===== src/rtl/fp_comp_if.sv =====
// fp_comp_if: groups the handshake and operand signals between the FCC unit
// (master) and the floating-point compare core (slave). clk/resetn stay as
// plain ports on the core.
//   valid, op_a, op_b, opsng, cmp_cond : request (master -> slave)
//   a_wait, flush                      : downstream stall / pipeline flush
//   busy, ready, result, invalid       : status and result (slave -> master)
interface fp_comp_if;
  logic        valid;
  logic [63:0] op_a;
  logic [63:0] op_b;
  logic        opsng;
  logic [3:0]  cmp_cond;
  logic        a_wait;
  logic        flush;
  logic        busy;
  logic        ready;
  logic        result;
  logic        invalid;

  modport master (
    output valid, op_a, op_b, opsng, cmp_cond, a_wait, flush,
    input  busy, ready, result, invalid
  );

  modport slave (
    input  valid, op_a, op_b, opsng, cmp_cond, a_wait, flush,
    output busy, ready, result, invalid
  );
endinterface


===== src/rtl/fp_comp.sv =====
// fp_comp: MIPS C.cond.fmt compare core (single/double). Two-stage,
// non-pipelined: operands are latched on accept, the predicate and the
// invalid-operation flag are registered on the following edge.
//   clk    : clock, rising edge
//   resetn : synchronous active-low reset
//   bus    : fp_comp_if.slave (request, stall/flush, busy/ready/result/invalid)
//
// state    | meaning
// ST_IDLE  | no operation in flight, accepts valid
// ST_EVAL  | operands latched (stage-1 valid), result computed this cycle
// ST_DONE  | ready high, result/invalid presented; held while a_wait
module fp_comp (
  input  logic       clk,
  input  logic       resetn,
  fp_comp_if.slave   bus
);

  typedef enum logic [1:0] {
    ST_IDLE = 2'd0,
    ST_EVAL = 2'd1,
    ST_DONE = 2'd2
  } state_t;

  state_t      state_q;
  logic [63:0] a_q, b_q;
  logic        sng_q;
  logic [3:0]  cond_q;
  logic        result_q, invalid_q;
  logic        result_d, invalid_d;

  // Operand classification on the latched operands
  logic [62:0] mag_a, mag_b;
  logic        sign_a, sign_b;
  logic        nan_a, nan_b, snan_a, snan_b;
  logic        un, eq, lt, zero_both;

  always_comb begin
    // Single format: upper word ignored, magnitude zero-extended so the same
    // unsigned compare serves both formats.
    mag_a  = sng_q ? {32'b0, a_q[30:0]} : a_q[62:0];
    mag_b  = sng_q ? {32'b0, b_q[30:0]} : b_q[62:0];
    sign_a = sng_q ? a_q[31] : a_q[63];
    sign_b = sng_q ? b_q[31] : b_q[63];
    nan_a  = sng_q ? ((a_q[30:23] == 8'hFF) && (a_q[22:0] != 23'd0))
                   : ((a_q[62:52] == 11'h7FF) && (a_q[51:0] != 52'd0));
    nan_b  = sng_q ? ((b_q[30:23] == 8'hFF) && (b_q[22:0] != 23'd0))
                   : ((b_q[62:52] == 11'h7FF) && (b_q[51:0] != 52'd0));
    // Quiet bit is the fraction MSB; clear means signaling
    snan_a = nan_a && !(sng_q ? a_q[22] : a_q[51]);
    snan_b = nan_b && !(sng_q ? b_q[22] : b_q[51]);

    un        = nan_a || nan_b;
    zero_both = (mag_a == 63'd0) && (mag_b == 63'd0);
    eq        = !un && (((sign_a == sign_b) && (mag_a == mag_b)) || zero_both);
    if (un)
      lt = 1'b0;
    else if (sign_a != sign_b)
      lt = sign_a && !zero_both;
    else if (!sign_a)
      lt = mag_a < mag_b;
    else
      lt = mag_a > mag_b;

    result_d  = (cond_q[0] && un) || (cond_q[1] && eq) || (cond_q[2] && lt);
    invalid_d = snan_a || snan_b || (cond_q[3] && un);
  end

  always_ff @(posedge clk) begin
    if (!resetn) begin
      state_q   <= ST_IDLE;
      a_q       <= '0;
      b_q       <= '0;
      sng_q     <= 1'b0;
      cond_q    <= '0;
      result_q  <= 1'b0;
      invalid_q <= 1'b0;
    end else if (bus.flush) begin
      state_q   <= ST_IDLE;
      result_q  <= 1'b0;
      invalid_q <= 1'b0;
    end else begin
      case (state_q)
        ST_IDLE: begin
          if (bus.valid) begin
            a_q     <= bus.op_a;
            b_q     <= bus.op_b;
            sng_q   <= bus.opsng;
            cond_q  <= bus.cmp_cond;
            state_q <= ST_EVAL;
          end
        end
        ST_EVAL: begin
          result_q  <= result_d;
          invalid_q <= invalid_d;
          state_q   <= ST_DONE;
        end
        ST_DONE: begin
          if (!bus.a_wait) begin
            result_q  <= 1'b0;
            invalid_q <= 1'b0;
            // busy is already low here, so a request on this edge is legal
            if (bus.valid) begin
              a_q     <= bus.op_a;
              b_q     <= bus.op_b;
              sng_q   <= bus.opsng;
              cond_q  <= bus.cmp_cond;
              state_q <= ST_EVAL;
            end else begin
              state_q <= ST_IDLE;
            end
          end
        end
        default: state_q <= ST_IDLE;
      endcase
    end
  end

  assign bus.ready   = (state_q == ST_DONE);
  assign bus.result  = result_q;
  assign bus.invalid = invalid_q;
  assign bus.busy    = (state_q == ST_EVAL) || ((state_q == ST_DONE) && bus.a_wait);

endmodule


===== src/flat_wrapper.sv =====
// flat-port wrapper written by rule: the top's interface ports become plain ports
module fp_comp_flat 
  (clk, resetn, bus_valid, bus_op_a, bus_op_b, bus_opsng, bus_cmp_cond, bus_a_wait, bus_flush, bus_busy, bus_ready, bus_result, bus_invalid);
  fp_comp_if bus_i ();
  input  logic clk;
  input  logic resetn;
  input wire logic [$bits(bus_i.valid)-1:0] bus_valid;
  input wire logic [$bits(bus_i.op_a)-1:0] bus_op_a;
  input wire logic [$bits(bus_i.op_b)-1:0] bus_op_b;
  input wire logic [$bits(bus_i.opsng)-1:0] bus_opsng;
  input wire logic [$bits(bus_i.cmp_cond)-1:0] bus_cmp_cond;
  input wire logic [$bits(bus_i.a_wait)-1:0] bus_a_wait;
  input wire logic [$bits(bus_i.flush)-1:0] bus_flush;
  output wire logic [$bits(bus_i.busy)-1:0] bus_busy;
  output wire logic [$bits(bus_i.ready)-1:0] bus_ready;
  output wire logic [$bits(bus_i.result)-1:0] bus_result;
  output wire logic [$bits(bus_i.invalid)-1:0] bus_invalid;
  assign bus_i.valid = bus_valid;
  assign bus_i.op_a = bus_op_a;
  assign bus_i.op_b = bus_op_b;
  assign bus_i.opsng = bus_opsng;
  assign bus_i.cmp_cond = bus_cmp_cond;
  assign bus_i.a_wait = bus_a_wait;
  assign bus_i.flush = bus_flush;
  assign bus_busy = bus_i.busy;
  assign bus_ready = bus_i.ready;
  assign bus_result = bus_i.result;
  assign bus_invalid = bus_i.invalid;
  fp_comp u_core (.clk(clk), .resetn(resetn), .bus(bus_i));
endmodule

===== config.mk =====
export PLATFORM = sky130hd
export DESIGN_NAME = fp_comp_flat
export DESIGN_NICKNAME = d
export VERILOG_FILES = /design/src/rtl/fp_comp_if.sv /design/src/rtl/fp_comp.sv /design/src/flat_wrapper.sv
export SDC_FILE = /design/constraint.sdc
export NUM_CORES = 1
export LEC_CHECK = 0
export BUFFER_PORTS_ARGS = -buffer_cell sky130_fd_sc_hd__buf_2
export CORE_MARGIN = 1
export CORE_UTILIZATION = 60
export CTS_BUF_LIST = sky130_fd_sc_hd__clkbuf_2 sky130_fd_sc_hd__clkbuf_4 sky130_fd_sc_hd__clkbuf_8
export DETAILED_ROUTE_END_ITERATION = 8
export GPL_ROUTABILITY_DRIVEN = 1
export PLACE_DENSITY_LB_ADDON = 0.1
export SLEW_MARGIN = 20
export SYNTH_ARGS = -nofsm -noshare
export SYNTH_HDL_FRONTEND = slang
export SYNTH_SLANG_ARGS = --single-unit

===== constraint.sdc =====
create_clock -name clk -period 3.95 [get_ports clk]
set_input_delay 0.79 -clock clk [delete_from_list [all_inputs] [get_ports clk]]
set_output_delay 0.79 -clock clk [all_outputs]
set_load 0.005 [all_outputs]

==> results.sh <==
export IMPL_status="complete, no violations"
export IMPL_drc_errors=0
export IMPL_vdd_drop_max_uv=272
export IMPL_finalClockSkew_ns=0.00972
export IMPL_min_period_ns=3.05
export IMPL_rsz0062_at_grt="false"
export IMPL_first_global_vias=6210
export IMPL_wl_per_cell_um=13.8
export IMPL_synthDistinctLibCells=51
export IMPL_dp_hpwl_mm=12.6
export IMPL_grt_ovfl_total=0
export IMPL_antenna_found_initial=0
export IMPL_fin_setup_tns_ns=0
export IMPL_io_buffers=141
export IMPL_cts_inserted_buffers=17
export IMPL_cp_arrival_ns=3.42
export IMPL_worst_hold_path_num_cells=2
export IMPL_ys_seq_area_share_pct=36.6
export IMPL_grt_pass1_wl_mm=28.5
export IMPL_insertion_delay_ns=0.45
export IMPL_cts_resized_gates=0
export IMPL_hp_class="register to register"
export IMPL_synth_edff_count=0
export IMPL_core_um2=12100
export IMPL_reg2regPathDepth=10
export IMPL_cts_path_max_buffers=2
export IMPL_final_area_um2=8680
export IMPL_total_power_mw=3.17
export IMPL_grt_total_usage_pct=27.8
export IMPL_firstDrtPassIters=5
export IMPL_yosysWarnings=0
export IMPL_multi_input_area_um2=4430
export IMPL_drive_above_1_share_pct=17.9
export IMPL_end_kind="register"
export IMPL_yosys_top_cells_count="292 x nand2_1, 137 x dfxtp_1, 133 x a21boi_0, 63 x ha_1, 43 x clkbuf_1"
export IMPL_criticalPathCategory="register to register"
export IMPL_syn_to_final_growth_pct=15.9
export IMPL_postRouteAntennaNets=0
export IMPL_setup_slack_ns=0.900
export IMPL_gp_congestion=0.862
export IMPL_hold_ws_ns=0.468
export IMPL_critPathRequiredTime_ns=4.32
export IMPL_cap_violations=0
export IMPL_worst_slew_pin_slew_ns=0.817
export IMPL_wirelength_mm=17.2
export IMPL_critPathLaunchType="register"
export IMPL_ys_top_cells_by_area="dfxtp_1 37%, nand2_1 15%, a21boi_0 13%"
export IMPL_rows=40
export IMPL_cellPowerDensity_nw_per_um2=365
export IMPL_finalHoldViolations=0
export IMPL_syn_nets=1150
export IMPL_via_per_inst=5.36
export IMPL_postCtsSetupRepairBufs=0
export IMPL_p_leak_nw=3.60
export IMPL_die_w_um=114
export IMPL_vias=6656
export IMPL_synth_most_common_cell="nand2_1"
export IMPL_synth_area_per_cell_um2=7.89
export IMPL_drtIter0Drc=348
export IMPL_die_h_um=114
export IMPL_ios=142
export IMPL_setup_violations=0
export IMPL_synth_seq_cells=137
export IMPL_yosys_area_top_type_share_pct=36.6
export IMPL_clock_sinks=137
export IMPL_yosys_area_top_type="dfxtp_1"
export IMPL_slew_headroom_pct=45.5
export IMPL_fp_dieArea_um2=12900
export IMPL_final_seq_area_um2=2740
export IMPL_drv_slew=0
export IMPL_syn_inst=949
export IMPL_grt_max_degree=116
export IMPL_yosys_most_used_dff="dfxtp_1"
export IMPL_place_ws_ns=0.987
export IMPL_fin_nets=1263
export IMPL_fin_crit_sh_pct=77.2
export IMPL_cts_tree="done"
export IMPL_antenna_cells=0
export IMPL_syn_area_um2=7490
export IMPL_fmaxAchievable_mhz=328
export IMPL_placed_area_um2=8290
export IMPL_ctsHtreeMaxLevel=4
export IMPL_async_reset_ff_share_pct=0
export IMPL_fillers=1079
export IMPL_hold_buffers=0
export IMPL_clk_pin_slew_ns=0.08
export IMPL_start_util_pct=61.8
export IMPL_path_max_fanout=56
export IMPL_cts_root_buf="clkbuf_8"
[area by class of cell]
cell class,instances,share of cell area [%]
repair buffers,146,8.85
clock inverters,8,1.10
clock buffers,23,3.43
well taps,168,2.42
multi-input cells,725,51.1
inverters,35,1.51
flip-flops and latches,137,31.6
[power breakdown]
part	internal, mW	switching, mW
combinational	0.240	0.277
clock	0.624	0.512
sequential	1.45	0.0669
[worst max-delay path, stage by stage (launching register included)]
cell and delay (ns):
dfxtp_2 0.87, nor2b_1 0.16, ha_1 0.34, nand4_1 0.09
nor3_1 0.33, nor4b_4 0.42, o211a_1 0.25, nor3_2 0.06
a21oi_1 0.13, o21ba_2 0.17, o31ai_2 0.16
[logic make-up (layout without fill, tap and decap cells)]
logic type	count (synthesis)	after routing	share of synthesized area (%)
xor gates and xnor gates	1	1	0.117
AOI/OAI and AO/OA	202	202	19.3
adders and majority gates	63	63	10.5
buffers and inverters	87	212	4.43
DFF	137	137	36.6
and+or+nand+nor	456	456	28.6
muxes	3	3	0.434
[layout by cell type (no fill, tap or decap), types with 2 or more instances in the layout]
| cell | n |
|---|---|
| nand2_1 | 292 |
| buf_2 | 141 |
| dfxtp_1 | 136 |
| a21boi_0 | 133 |
| ha_1 | 63 |
| inv_1 | 35 |
| nor2b_1 | 35 |
| nand2b_1 | 33 |
| nor4_1 | 26 |
| nand4_1 | 24 |
| a21oi_1 | 23 |
| clkbuf_8 | 20 |
| nor2_1 | 11 |
| nor3_1 | 10 |
| a21o_1 | 10 |
| nand3_1 | 8 |
| o21ai_0 | 6 |
| o21ai_1 | 5 |
| a31oi_1 | 5 |
| clkinv_2 | 4 |
| a221oi_1 | 3 |
| clkbuf_4 | 3 |
| buf_4 | 3 |
| nor4_2 | 2 |
| or3_1 | 2 |
| mux2_2 | 2 |
| nand3b_1 | 2 |
| a211oi_1 | 2 |
| o31a_1 | 2 |
| o21a_1 | 2 |
| bufinv_16 | 2 |
| clkinvlp_4 | 2 |
| buf_12 | 2 |
[worst paths after layout]
path	from	end	slack, ns
min reg2reg	u_core.cond_q[2]	u_core.cond_q[2]	0.47
max reg2reg	u_core.sng_q	u_core.bus.result	0.90
min	u_core.cond_q[2]	u_core.cond_q[2]	0.47
max	u_core.sng_q	u_core.bus.result	0.90
[per-layer routing]
metal | share of wire, % | vias to the layer above | GRT usage, %
met1 | 46 | 3025 | 34.2
met2 | 48 | 144 | 48.3
met5 | 0 | - | 0
met3 | 3.9 | 22 | 5.84
li1 | - | 3465 | -
met4 | 1.6 | 0 | 9.30
[flip-flops by register name (all words and copies together) (netlist names)]
name,count
u_core.cond_q,4
u_core.bus.invalid,1
u_core.a_q,64
u_core.state_q,2
u_core.b_q,64
u_core.bus.result,1
u_core.sng_q,1
[through the flow]
stage	util [%]	instances
after floorplan	-	949
after global placement	68.4	1211
after detailed placement	68.4	1211
after CTS	71.7	1242
after global routing	71.7	1242
final	71.7	1242
Note: power is estimated with default switching activity, not from simulation.
